## src/rtl/pipe_stage_reg_if.sv

```systemverilog
// Handshake bundle for one pipeline stage: the upstream payload going in, the payload
// going out, and the ready signals in each direction.
// slave  : the view of the stage register itself.
// master : the view of the logic that surrounds the stage (upstream producer plus downstream consumer).
interface pipe_stage_reg_if #(
   parameter int DATA_W = 128
);
   logic              in_valid;
   logic [DATA_W-1:0] in_data;
   logic              in_ready;
   logic              out_valid;
   logic [DATA_W-1:0] out_data;
   logic              out_ready;

   modport slave (
      input  in_valid, in_data, out_ready,
      output in_ready, out_valid, out_data
   );

   modport master (
      output in_valid, in_data, out_ready,
      input  in_ready, out_valid, out_data
   );
endinterface

```

## src/rtl/pipe_stage_reg.sv

```systemverilog
// Purpose: parametrised pipeline stage register carrying an opaque payload.
//          It also keeps a saturating count of bubble cycles.
// Latency: 1 cycle from input accept to out_valid in both modes.
// Backpressure: MODE 0 holds or bubbles under the legacy stall vector.
//               MODE 1 uses valid/ready with a 2-entry skid buffer.
//               In MODE 1, in_ready is registered (!skid_valid).
// Ports:
//   clk, rst  - clock; synchronous active-high reset.
//   flush     - drops every held entry; any same-cycle input is also dropped.
//   stall_up  - MODE 0 only: this stage is stalled (stall[n]).
//   stall_dn  - MODE 0 only: the downstream stage is stalled (stall[n+1]).
//   cnt_clr   - clears bubble_cnt.
//   bubble_cnt - saturating count of cycles with out_valid=0.
//   bus       - in_valid/in_data/in_ready in, out_valid/out_data/out_ready out.
module pipe_stage_reg #(
   parameter int                DATA_W    = 128,
   parameter logic [DATA_W-1:0] NOP_VALUE = {DATA_W{1'b0}},
   parameter int                MODE      = 0,
   parameter int                CNT_W     = 16
) (
   input  logic              clk,
   input  logic              rst,
   input  logic              flush,
   input  logic              stall_up,
   input  logic              stall_dn,
   input  logic              cnt_clr,
   output logic [CNT_W-1:0]  bubble_cnt,
   pipe_stage_reg_if.slave   bus
);

   logic              main_valid;
   logic [DATA_W-1:0] main_data;
   // The skid entry is only ever written in MODE 1. In MODE 0 it stays at its reset value.
   logic              skid_valid;
   logic [DATA_W-1:0] skid_data;

   logic accept;
   logic drain;

   assign accept = bus.in_valid & bus.in_ready;
   assign drain  = main_valid & bus.out_ready;

   // MODE 1 ready depends only on the skid register.
   // This keeps any combinational path from out_ready to in_ready out of the design.
   assign bus.in_ready  = (MODE == 0) ? !stall_up : !skid_valid;
   assign bus.out_valid = main_valid;
   assign bus.out_data  = main_valid ? main_data : NOP_VALUE;

   always_ff @(posedge clk) begin
      if (rst) begin
         main_valid <= 1'b0;
         skid_valid <= 1'b0;
      end else if (flush) begin
         main_valid <= 1'b0;
         skid_valid <= 1'b0;
      end else if (MODE == 0) begin
         if (!stall_up) begin
            main_valid <= bus.in_valid;
            main_data  <= bus.in_data;
         end else if (!stall_dn) begin
            // This stage is stalled but the next one is not, so insert a bubble.
            main_valid <= 1'b0;
         end
      end else begin
         if (!main_valid || drain) begin
            if (skid_valid) begin
               // The oldest entry sits in skid. No accept is possible here because in_ready=0.
               main_valid <= 1'b1;
               main_data  <= skid_data;
               skid_valid <= 1'b0;
            end else begin
               main_valid <= accept;
               if (accept) begin
                  main_data <= bus.in_data;
               end
            end
         end else if (accept) begin
            // Main is full and stalled, so park the new entry in skid.
            skid_valid <= 1'b1;
            skid_data  <= bus.in_data;
         end
      end
   end

   always_ff @(posedge clk) begin
      if (rst || cnt_clr) begin
         bubble_cnt <= '0;
      end else if (!main_valid && (bubble_cnt != {CNT_W{1'b1}})) begin
         bubble_cnt <= bubble_cnt + {{(CNT_W-1){1'b0}}, 1'b1};
      end
   end

endmodule

```

## src/flat_wrapper.sv

```systemverilog
// flat-port wrapper written by rule: the top's interface ports become plain ports
module pipe_stage_reg_flat 
#(
   parameter int                DATA_W    = 128,
   parameter logic [DATA_W-1:0] NOP_VALUE = {DATA_W{1'b0}},
   parameter int                MODE      = 0,
   parameter int                CNT_W     = 16
)
  (clk, rst, flush, stall_up, stall_dn, cnt_clr, bubble_cnt, bus_in_valid, bus_in_data, bus_out_ready, bus_in_ready, bus_out_valid, bus_out_data);
  pipe_stage_reg_if #(.DATA_W(DATA_W)) bus_i ();
  input  logic clk;
  input  logic rst;
  input  logic flush;
  input  logic stall_up;
  input  logic stall_dn;
  input  logic cnt_clr;
  output logic [CNT_W-1:0] bubble_cnt;
  input wire logic [$bits(bus_i.in_valid)-1:0] bus_in_valid;
  input wire logic [$bits(bus_i.in_data)-1:0] bus_in_data;
  input wire logic [$bits(bus_i.out_ready)-1:0] bus_out_ready;
  output wire logic [$bits(bus_i.in_ready)-1:0] bus_in_ready;
  output wire logic [$bits(bus_i.out_valid)-1:0] bus_out_valid;
  output wire logic [$bits(bus_i.out_data)-1:0] bus_out_data;
  assign bus_i.in_valid = bus_in_valid;
  assign bus_i.in_data = bus_in_data;
  assign bus_i.out_ready = bus_out_ready;
  assign bus_in_ready = bus_i.in_ready;
  assign bus_out_valid = bus_i.out_valid;
  assign bus_out_data = bus_i.out_data;
  pipe_stage_reg #(.DATA_W(DATA_W), .NOP_VALUE(NOP_VALUE), .MODE(MODE), .CNT_W(CNT_W)) u_core (.clk(clk), .rst(rst), .flush(flush), .stall_up(stall_up), .stall_dn(stall_dn), .cnt_clr(cnt_clr), .bubble_cnt(bubble_cnt), .bus(bus_i));
endmodule
```

## config.mk

```make
export PLATFORM = sky130hd
export DESIGN_NAME = pipe_stage_reg_flat
export DESIGN_NICKNAME = d
export VERILOG_FILES = /design/src/rtl/pipe_stage_reg_if.sv /design/src/rtl/pipe_stage_reg.sv /design/src/flat_wrapper.sv
export SDC_FILE = /design/constraint.sdc
export NUM_CORES = 1
export LEC_CHECK = 0
export BUFFER_PORTS_ARGS = -buffer_cell sky130_fd_sc_hd__buf_2
export CAP_MARGIN = 10
export CORE_MARGIN = 2
export CORE_UTILIZATION = 35
export CTS_CLUSTER_SIZE = 12
export DETAILED_ROUTE_END_ITERATION = 6
export HOLD_SLACK_MARGIN = 0.03
export PLACE_DENSITY = 0.66
export SYNTH_ARGS = -nofsm -noshare
export SYNTH_HDL_FRONTEND = slang
export SYNTH_SLANG_ARGS = --single-unit
```

## constraint.sdc

```tcl
create_clock -name clk -period 18.06 [get_ports clk]
set_clock_uncertainty 0.05 [all_clocks]
set_input_delay 4.515 -clock clk [delete_from_list [all_inputs] [get_ports clk]]
set_output_delay 4.515 -clock clk [all_outputs]
set_load 0.05 [all_outputs]
```

; ---- Word level (Yosys, flattened, before mapping)
; Index checks and enable logic that the tools add are counted.
[totals]
register_bits = 145
latch_bits = 0
ramBits = 0
romBits = 0
in_bits = 136
mem_count = 0
[op_classes]
n_addsub = 1
n_mul = 0
div_mod_pow = 0
magnitude_cmp = 0
eq_ne = 2
shifts = 0
mux = 3
bitwise = 3
reduce_logical = 6
[op_table]
columns = cell, count
row1 = 128-bit two-way mux, 1
row2 = "16-bit by 1-bit adder with 16-bit output, second input constant", 1
row3 = "16-bit inequality test, second input constant", 1
row4 = 1-bit NOT, 3
row5 = 3-bit AND reduction, 1
row6 = 1-bit zero test, 2
row7 = 1-bit two-way mux, 2
row8 = "2-bit inequality test, second input constant", 1
row9 = 2-bit OR reduction, 1
row10 = 1-bit logical AND, 1
row11 = 1-bit logical OR, 1

; ---- Depth between registers and ports, before layout
; Gate-level depths: netlist of run 1.
[logic_depth]
depth_word = 2
mapped_depth = 6

; ---- Worst setup path before layout of run 1
; Ideal clock, no wire load.
[synth_timing]
path_type = input port to flip-flop
start = input stall_up
end = register u_core.main_data[0] (enable)
setup_ps = 774
arrival_ps = 13349
t_required_ps = 17236
setup_slack_ps = 3887
cell_stages = 1
cell_sequence = nor3_1
[synth_between]
elab_chain_cells = 2
[synth_lines]
columns = element, line
row1 = from (decl), flat_wrapper.sv:14  ; input logic stall_up;
row2 = 1-bit NOT (no line), n/a
row3 = 3-bit AND reduction (no line), n/a
row4 = to (signal assigned), pipe_stage_reg.sv:59  ; main_data <= bus.in_data;
row5 = to (signal assigned), pipe_stage_reg.sv:69  ; main_data <= skid_data;
row6 = to (signal assigned), pipe_stage_reg.sv:74  ; main_data <= bus.in_data;
row7 = to (decl), pipe_stage_reg.sv:32  ; logic [DATA_W-1:0] main_data;
; No other way between the ends.
; A chain may end at the register's enable or synchronous reset.

; ---- Worst setup path after layout of run 1
[layout_timing]
start = input stall_up
end = output bus_in_ready
[layout_between]
elab_chain_cells = 1
[layout_lines]
columns = element, line
row1 = 1-bit zero test, pipe_stage_reg.sv:45  ; assign bus.in_ready = (MODE == 0) ? !stall_up : !skid_valid;
row2 = to (decl), flat_wrapper.sv:21  ; output wire logic [$bits(bus_i.in_ready)-1:0] bus_in_ready;
; No other way between the ends.

==> results of run 1 <==
-- cells by family after synthesis --
| family | count (synthesis) |
|---|---|
| AOI/OAI and AO/OA | 27 |
| adders and majority gates | 1 |
| buffers and inverters | 23 |
| DFF | 145 |
| muxes | 2 |
| and+or+nand+nor | 177 |
-- registers in the layout (all words and copies together), names as in the netlist --
name and count:
u_core.main_data 128, u_core.bubble_cnt 16, u_core.bus.out_valid 1
-- power groups by stage --
stage                     sequential, mW  clock (mW)  combinational (mW)
after global routing               0.387       0.350              0.0517
after floorplan                    0.393           0              0.0274
final                              0.386       0.328              0.0484
after detailed placement           0.393           0              0.0488
after CTS                          0.386       0.336              0.0489
after global placement             0.392           0              0.0477
-- final cells by class --
| type | instances | area, µm² | share of cell area [%] |
|---|---|---|---|
| inverter | 4 | 15.0 | 0.194 |
| timing repair buffer | 282 | 1420 | 18.3 |
| multi-input combinational | 207 | 1300 | 16.8 |
| clock inverter | 10 | 116 | 1.50 |
| sequential | 145 | 4190 | 54.2 |
| clock buffer | 18 | 429 | 5.55 |
| tap | 216 | 270 | 3.50 |
-- cell usage after synthesis --
library cell,count
ha_1,1
dfxtp_1,17
and2_1,128
nand4b_2,1
or2_2,2
or3_1,6
edfxtp_1,128
o41ai_1,1
a31oi_1,2
and4_1,1
clkbuf_1,16
nand4_1,4
nor4bb_1,1
or2_0,1
nor2_1,5
o31ai_1,5
a21oi_1,9
and3_1,1
or4_1,6
o21bai_1,1
o21ai_0,5
nor2b_1,1
buf_1,1
nand2_1,8
nand3_1,5
o311ai_1,1
mux2i_1,2
nor4_2,1
nor3_1,6
o311a_1,1
inv_1,4
o211ai_1,1
a211oi_1,1
buf_2,2
-- cells in the final DEF (no fill, tap or decap), drive strengths merged, types with 3 or more instances in the layout --
cell	synthesis	routed
buf	3	282
and2	128	128
edfxtp	128	128
clkbuf	16	18
dfxtp	17	17
a21oi	9	9
nand2	8	8
or3	6	6
or4	6	6
nor3	6	6
nor2	5	5
nand3	5	5
o31ai	5	5
o21ai	5	5
inv	4	5
nand4	4	4
clkinv	0	4
clkinvlp	0	3
or2	3	3
-- per-layer routing --
layer	global-route usage (%)	share of wire, %
met1	16.9	38
met5	0	0
met4	5.12	1.5
met2	25.2	51
met3	6.68	9.0
-- through the flow --
step                      total power, mW  utilization, %  instance area, µm²  cells  hold WS (ns)
after floorplan                     0.421               -                5570    375         0.651
after global placement              0.440            45.7                7190    854         0.428
after detailed placement            0.442            45.7                7190    854         0.459
after CTS                           0.770            49.2                7730    882         0.467
after global routing                0.789            49.2                7730    882         0.495
final                               0.762            49.2                7730    882         0.468
-- worst register-to-register path: stages (launching register included) --
cell and delay, ns:
dfxtp_1 0.40, ha_1 0.22, nand3_1 0.19, nor4_2 1.07, nor4bb_1 0.20, mux2i_1 0.17
-- worst max-delay path by stage --
stage / end / cells after the start
after global routing: bus_in_ready / 3
final: bus_in_ready / 3
after global placement: bus_in_ready / 3
after floorplan: u_core.main_data[0]$_DFFE_PP_ / 1
after CTS: bus_in_ready / 3
after detailed placement: bus_in_ready / 3
==> impl_metrics.tcl, run 1 <==
set metrics [dict create \
    yosys.area.top_type_share_pct 69.1 \
    maxSlewViolCount 0 \
    fillers 1447 \
    synth_compound_area_share_pct 3.06 \
    synthAdderAreaFrac_pct 0.225 \
    dp_hpwl_um 9490 \
    core_area_mm2 0.0157 \
    grt_max_degree 142 \
    tns_ns 0 \
    via_per_inst 4.57 \
    synth_seq_cells 145 \
    cts_tree "built" \
    worstHoldStart "u_core.bubble_cnt[11]$_SDFFE_PP0P_" \
    hold_class "reg2reg" \
    drtAntennaViolNets 0 \
    insertion_delay_ns 0.40 \
    critPathCaptureType "primary output" \
    crit_slowest_cell "buf_2" \
    die_area_mm2 0.0169 \
    yosys-top-cells-area "edfxtp_1 69%, and2_1 14%, dfxtp_1 6.1%" \
    period_needed_ns 9.52 \
    final.setup.worst_slack_ns 8.54 \
    diodes 0 \
    tightest_slew_ns 1.20 \
    postRouteWirelength_um 13300 \
    p_clk_share_pct 43.0 \
    critPathBufInv 3 \
    critPathRequiredTime_ns 13.50 \
    comb_power_share_pct 6.4 \
    finalHoldViolations 0 \
    cts.path.max_buffers 2 \
    grt_pass1_wl_um 19300 \
    first_pass_iters 4 \
    finalSetupViolCount 0 \
    regToRegStartpoint "u_core.bubble_cnt[0]$_SDFFE_PP0P_" \
    antenna_found_initial 1 \
    htreeDepth 4 \
    cts-resized-gates 0 \
    ios 282 \
    syn-cell-area_mm2 0.00557 \
    grt_pass1_vias 3863 \
    rsz0062_at_grt "no" \
    hold_path_end "u_core.bubble_cnt[11]$_SDFFE_PP0P_" \
    cts_root_buffer "clkbuf_16" \
    switching_share_pct 21.6 \
    overflow 0 \
    path_max_fanout 3 \
    gp_congestion 0.789 \
    synth_area_leader_cell "edfxtp_1" \
    synth.area.mux_share_pct 0.360 \
    crit_path_frequent_cell "buf_2" \
    timing.slew.headroom_pct 19.1 \
    syn_nets 512 \
    leakagePower_nw 3.41 \
    power.internal_mw 0.597 \
    synth_top_family_by_area "simple AND/OR/NAND/NOR gates" \
    p_per_area_mw_per_mm2 98.5 \
    outcome "finished, final reports clean" \
    drv_cap 0 \
    synth_xor_area_share_pct 0 \
    start_util_pct 35.4 \
    ys_seq_area_share_pct 75.2 \
    rrSetupSlack_ns 15.63 \
    arrival_ns 4.96 \
    critPathMaxStageDelay_ns 0.26 \
    criticalPathCategory "in2out" \
    routedWlPerCell_um 15.0 \
    drtIter0Drc 191 \
    fmax_mhz 105 \
    grt.total_usage_pct 14.9 \
    min_path_cells 2 \
    startpoint_type "primary input" \
    avgSynthCellArea_um2 14.8 \
    num_rows 46 \
    fp.dieW_um 130 \
    yosys_warnings 0 \
    path_cells "buf_2 -> inv_1 -> buf_2" \
    cts_inserted_buffers 17 \
    seq_power_share_pct 50.6 \
    cts_setup_buffers 0 \
    syn_inst 375 \
    synthSimpleGateAreaFrac_pct 19.6 \
    synth_cell_types 34 \
    vdd_drop_max_uv 64.4 \
    io_buffer_count 280 \
    dr_total_vias 4031 \
    clkTransAtPathRegs_ns 0.05 \
    cts_sinks 145 \
    dp_slack_ns 8.53 \
    crit_start "stall_up" \
    cts_hold_buf 0 \
    nNetsFinal 794 \
    syn_to_final_growth_pct 38.9 \
    drive_gt1_share_pct 47.0 \
    die_height_um 130 \
    p_switching_mw 0.164 \
    period_share_pct 52.7 \
    reg2reg_to "u_core.bubble_cnt[13]$_SDFFE_PP0P_" \
    r2r_cells 5 \
    drc 0 \
    crit_family "buffers and inverters" \
]
Note: power is estimated with default switching activity, not from simulation.
==> run 2: changes to the inputs <==
--- a/config.mk
+++ b/config.mk
@@ -12,7 +12,7 @@
 export CTS_CLUSTER_SIZE = 12
 export DETAILED_ROUTE_END_ITERATION = 6
 export HOLD_SLACK_MARGIN = 0.03
-export PLACE_DENSITY = 0.66
+export PLACE_DENSITY = 0.69
 export SYNTH_ARGS = -nofsm -noshare
 export SYNTH_HDL_FRONTEND = slang
 export SYNTH_SLANG_ARGS = --single-unit
==> constraint.sdc (replaced) <==
create_clock -name clk -period 8.09 [get_ports clk]
set_clock_uncertainty 0.05 [all_clocks]
set_input_delay 2.0225 -clock clk [delete_from_list [all_inputs] [get_ports clk]]
set_output_delay 2.0225 -clock clk [all_outputs]
set_load 0.05 [all_outputs]
==> run 2 against run 1 <==
Compared with the run above:
- sequential power is 120% higher
- critical path type unchanged
- global-route usage is 0.19 points higher
- largest cell class unchanged
- flip-flop and latch count unchanged
- setup slack worse by 5.0 ns
- combinational power rose by 130%
- non-clock buffer count up 2
- clock-buffer cell count fell by 1
- critical path depth unchanged
- highest routed layer unchanged
- utilization increased by 0.18 points
- via count decreased by 1.5%
- clock power up 120%
==> impl_metrics.tcl, run 2 (synthesis results as in run 1) <==
set metrics [dict create \
    finalHoldViolations 0 \
    drtAntennaViolNets 0 \
    critPathCaptureType "primary output" \
    insertion_delay_ns 0.41 \
    cts_setup_buffers 0 \
    tns_ns 0 \
    hold_class "reg2reg" \
    routedWlPerCell_um 14.8 \
    first_pass_iters 4 \
    crit_slowest_cell "buf_2" \
    core_area_mm2 0.0157 \
    hold_path_end "u_core.bubble_cnt[11]$_SDFFE_PP0P_" \
    tightest_slew_ns 0.878 \
    start_util_pct 35.4 \
    maxSlewViolCount 0 \
    grt_max_degree 72 \
    cts_inserted_buffers 17 \
    grt_pass1_vias 3872 \
    min_path_cells 2 \
    outcome "finished, final reports clean" \
    clkTransAtPathRegs_ns 0.05 \
    cts-resized-gates 0 \
    largest_reg_flops 128 \
    fp.dieW_um 130 \
    num_rows 46 \
    die_area_mm2 0.0169 \
    cts_sinks 145 \
    via_per_inst 4.48 \
    top_register "u_core.main_data" \
    cts_tree "built" \
    cts_hold_buf 0 \
    startpoint_type "primary input" \
    timing.slew.headroom_pct 41.4 \
    rsz0062_at_grt "no" \
    path_max_fanout 3 \
    regToRegStartpoint "u_core.bus.out_valid$_SDFFE_PP0P_" \
    drv_cap 0 \
    crit_path_frequent_cell "buf_2" \
    ios 282 \
    overflow 0 \
    rrSetupSlack_ns 5.69 \
    arrival_ns 2.47 \
    cts.path.max_buffers 2 \
    htreeDepth 4 \
    p_per_area_mw_per_mm2 220 \
    path_cells "buf_2 -> inv_1 -> buf_2" \
    drtIter0Drc 187 \
    gp_congestion 0.801 \
    nNetsFinal 796 \
    r2r_cells 5 \
    dp_hpwl_um 9310 \
    grt_pass1_wl_um 19400 \
    critPathMaxStageDelay_ns 0.25 \
    reg2reg_to "u_core.bubble_cnt[9]$_SDFFE_PP0P_" \
    finalSetupViolCount 0 \
    postRouteWirelength_um 13100 \
    die_height_um 130 \
    period_needed_ns 4.54 \
    antenna_found_initial 0 \
    syn_to_final_growth_pct 39.4 \
    io_buffer_count 280 \
    grt.total_usage_pct 15.1 \
    period_share_pct 56.1 \
    dr_total_vias 3972 \
    fmax_mhz 220 \
    cts_root_buffer "clkbuf_16" \
    leakagePower_nw 3.43 \
    final_util_pct 49.4 \
    criticalPathCategory "in2out" \
    diodes 0 \
    fin_hold_ws_ns 0.467 \
    worstHoldStart "u_core.bubble_cnt[11]$_SDFFE_PP0P_" \
    vdd_drop_max_uv 142 \
    layout_commonest_cell "buf_2" \
    layout_common_cells "281 x buf_2, 128 x and2_1, 128 x edfxtp_1" \
    drc 0 \
    drive_gt1_share_pct 47.8 \
    critPathRequiredTime_ns 6.02 \
]
==> run 2: cell count changes in the layout (fill, tap and decap cells not counted) <==
cell	delta
clkinv_4	-1
buf_2	+1
bufinv_16	-1
clkinv_1	-2
inv_6	+5
nor3_2	-1
clkinv_2	+3
buf_4	+1
nor3_4	+1
clkbuf_1	-1
==> run 2: layout make-up <==
cell class                 instances  area, µm²
clock buffer                      17        425
fill                            1404       7950
sequential                       145       4190
tap                              216        270
timing repair buffer             284       1430
multi-input combinational        207       1300
inverter                           4       15.0
clock inverter                    14        129
==> run 2: stage by stage <==
stage	power, mW	std cells	instance area, µm²	worst slack [ns]
floorplan	0.936	375	5570	0.521
global placement	0.982	855	7200	3.55
detailed placement	0.987	855	7200	3.55
CTS	1.73	886	7750	3.55
global route	1.77	887	7760	3.50
finish	1.70	887	7760	3.55
==> run 2: layer usage <==
layer / GRT usage (%) / wire, µm
met3: 6.97 / 1110
met5: 0 / 0
met2: 25.7 / 6770
met1: 16.5 / 4990
met4: 6.07 / 251
==> run 2: worst max path at each step <==
stage	from	to	slack, ns	depth (start not counted)
after floorplan	stall_up	u_core.main_data[0]$_DFFE_PP_	0.52	1
after global placement	stall_up	bus_in_ready	3.55	3
after detailed placement	stall_up	bus_in_ready	3.55	3
after CTS	stall_up	bus_in_ready	3.55	3
after global routing	stall_up	bus_in_ready	3.50	3
final	stall_up	bus_in_ready	3.55	3
==> run 2: worst max-delay path: cells and delay by family <==
family                 cells  cell delay, ns
buffers and inverters      3            0.44
==> run 2: report_power, final <==
part	internal, mW	total [mW]	switching (mW)
Clock	0.425	0.735	0.310
Sequential	0.850	0.859	0.00909
Combinational	0.0374	0.111	0.0737
Total	1.31	1.70	0.393
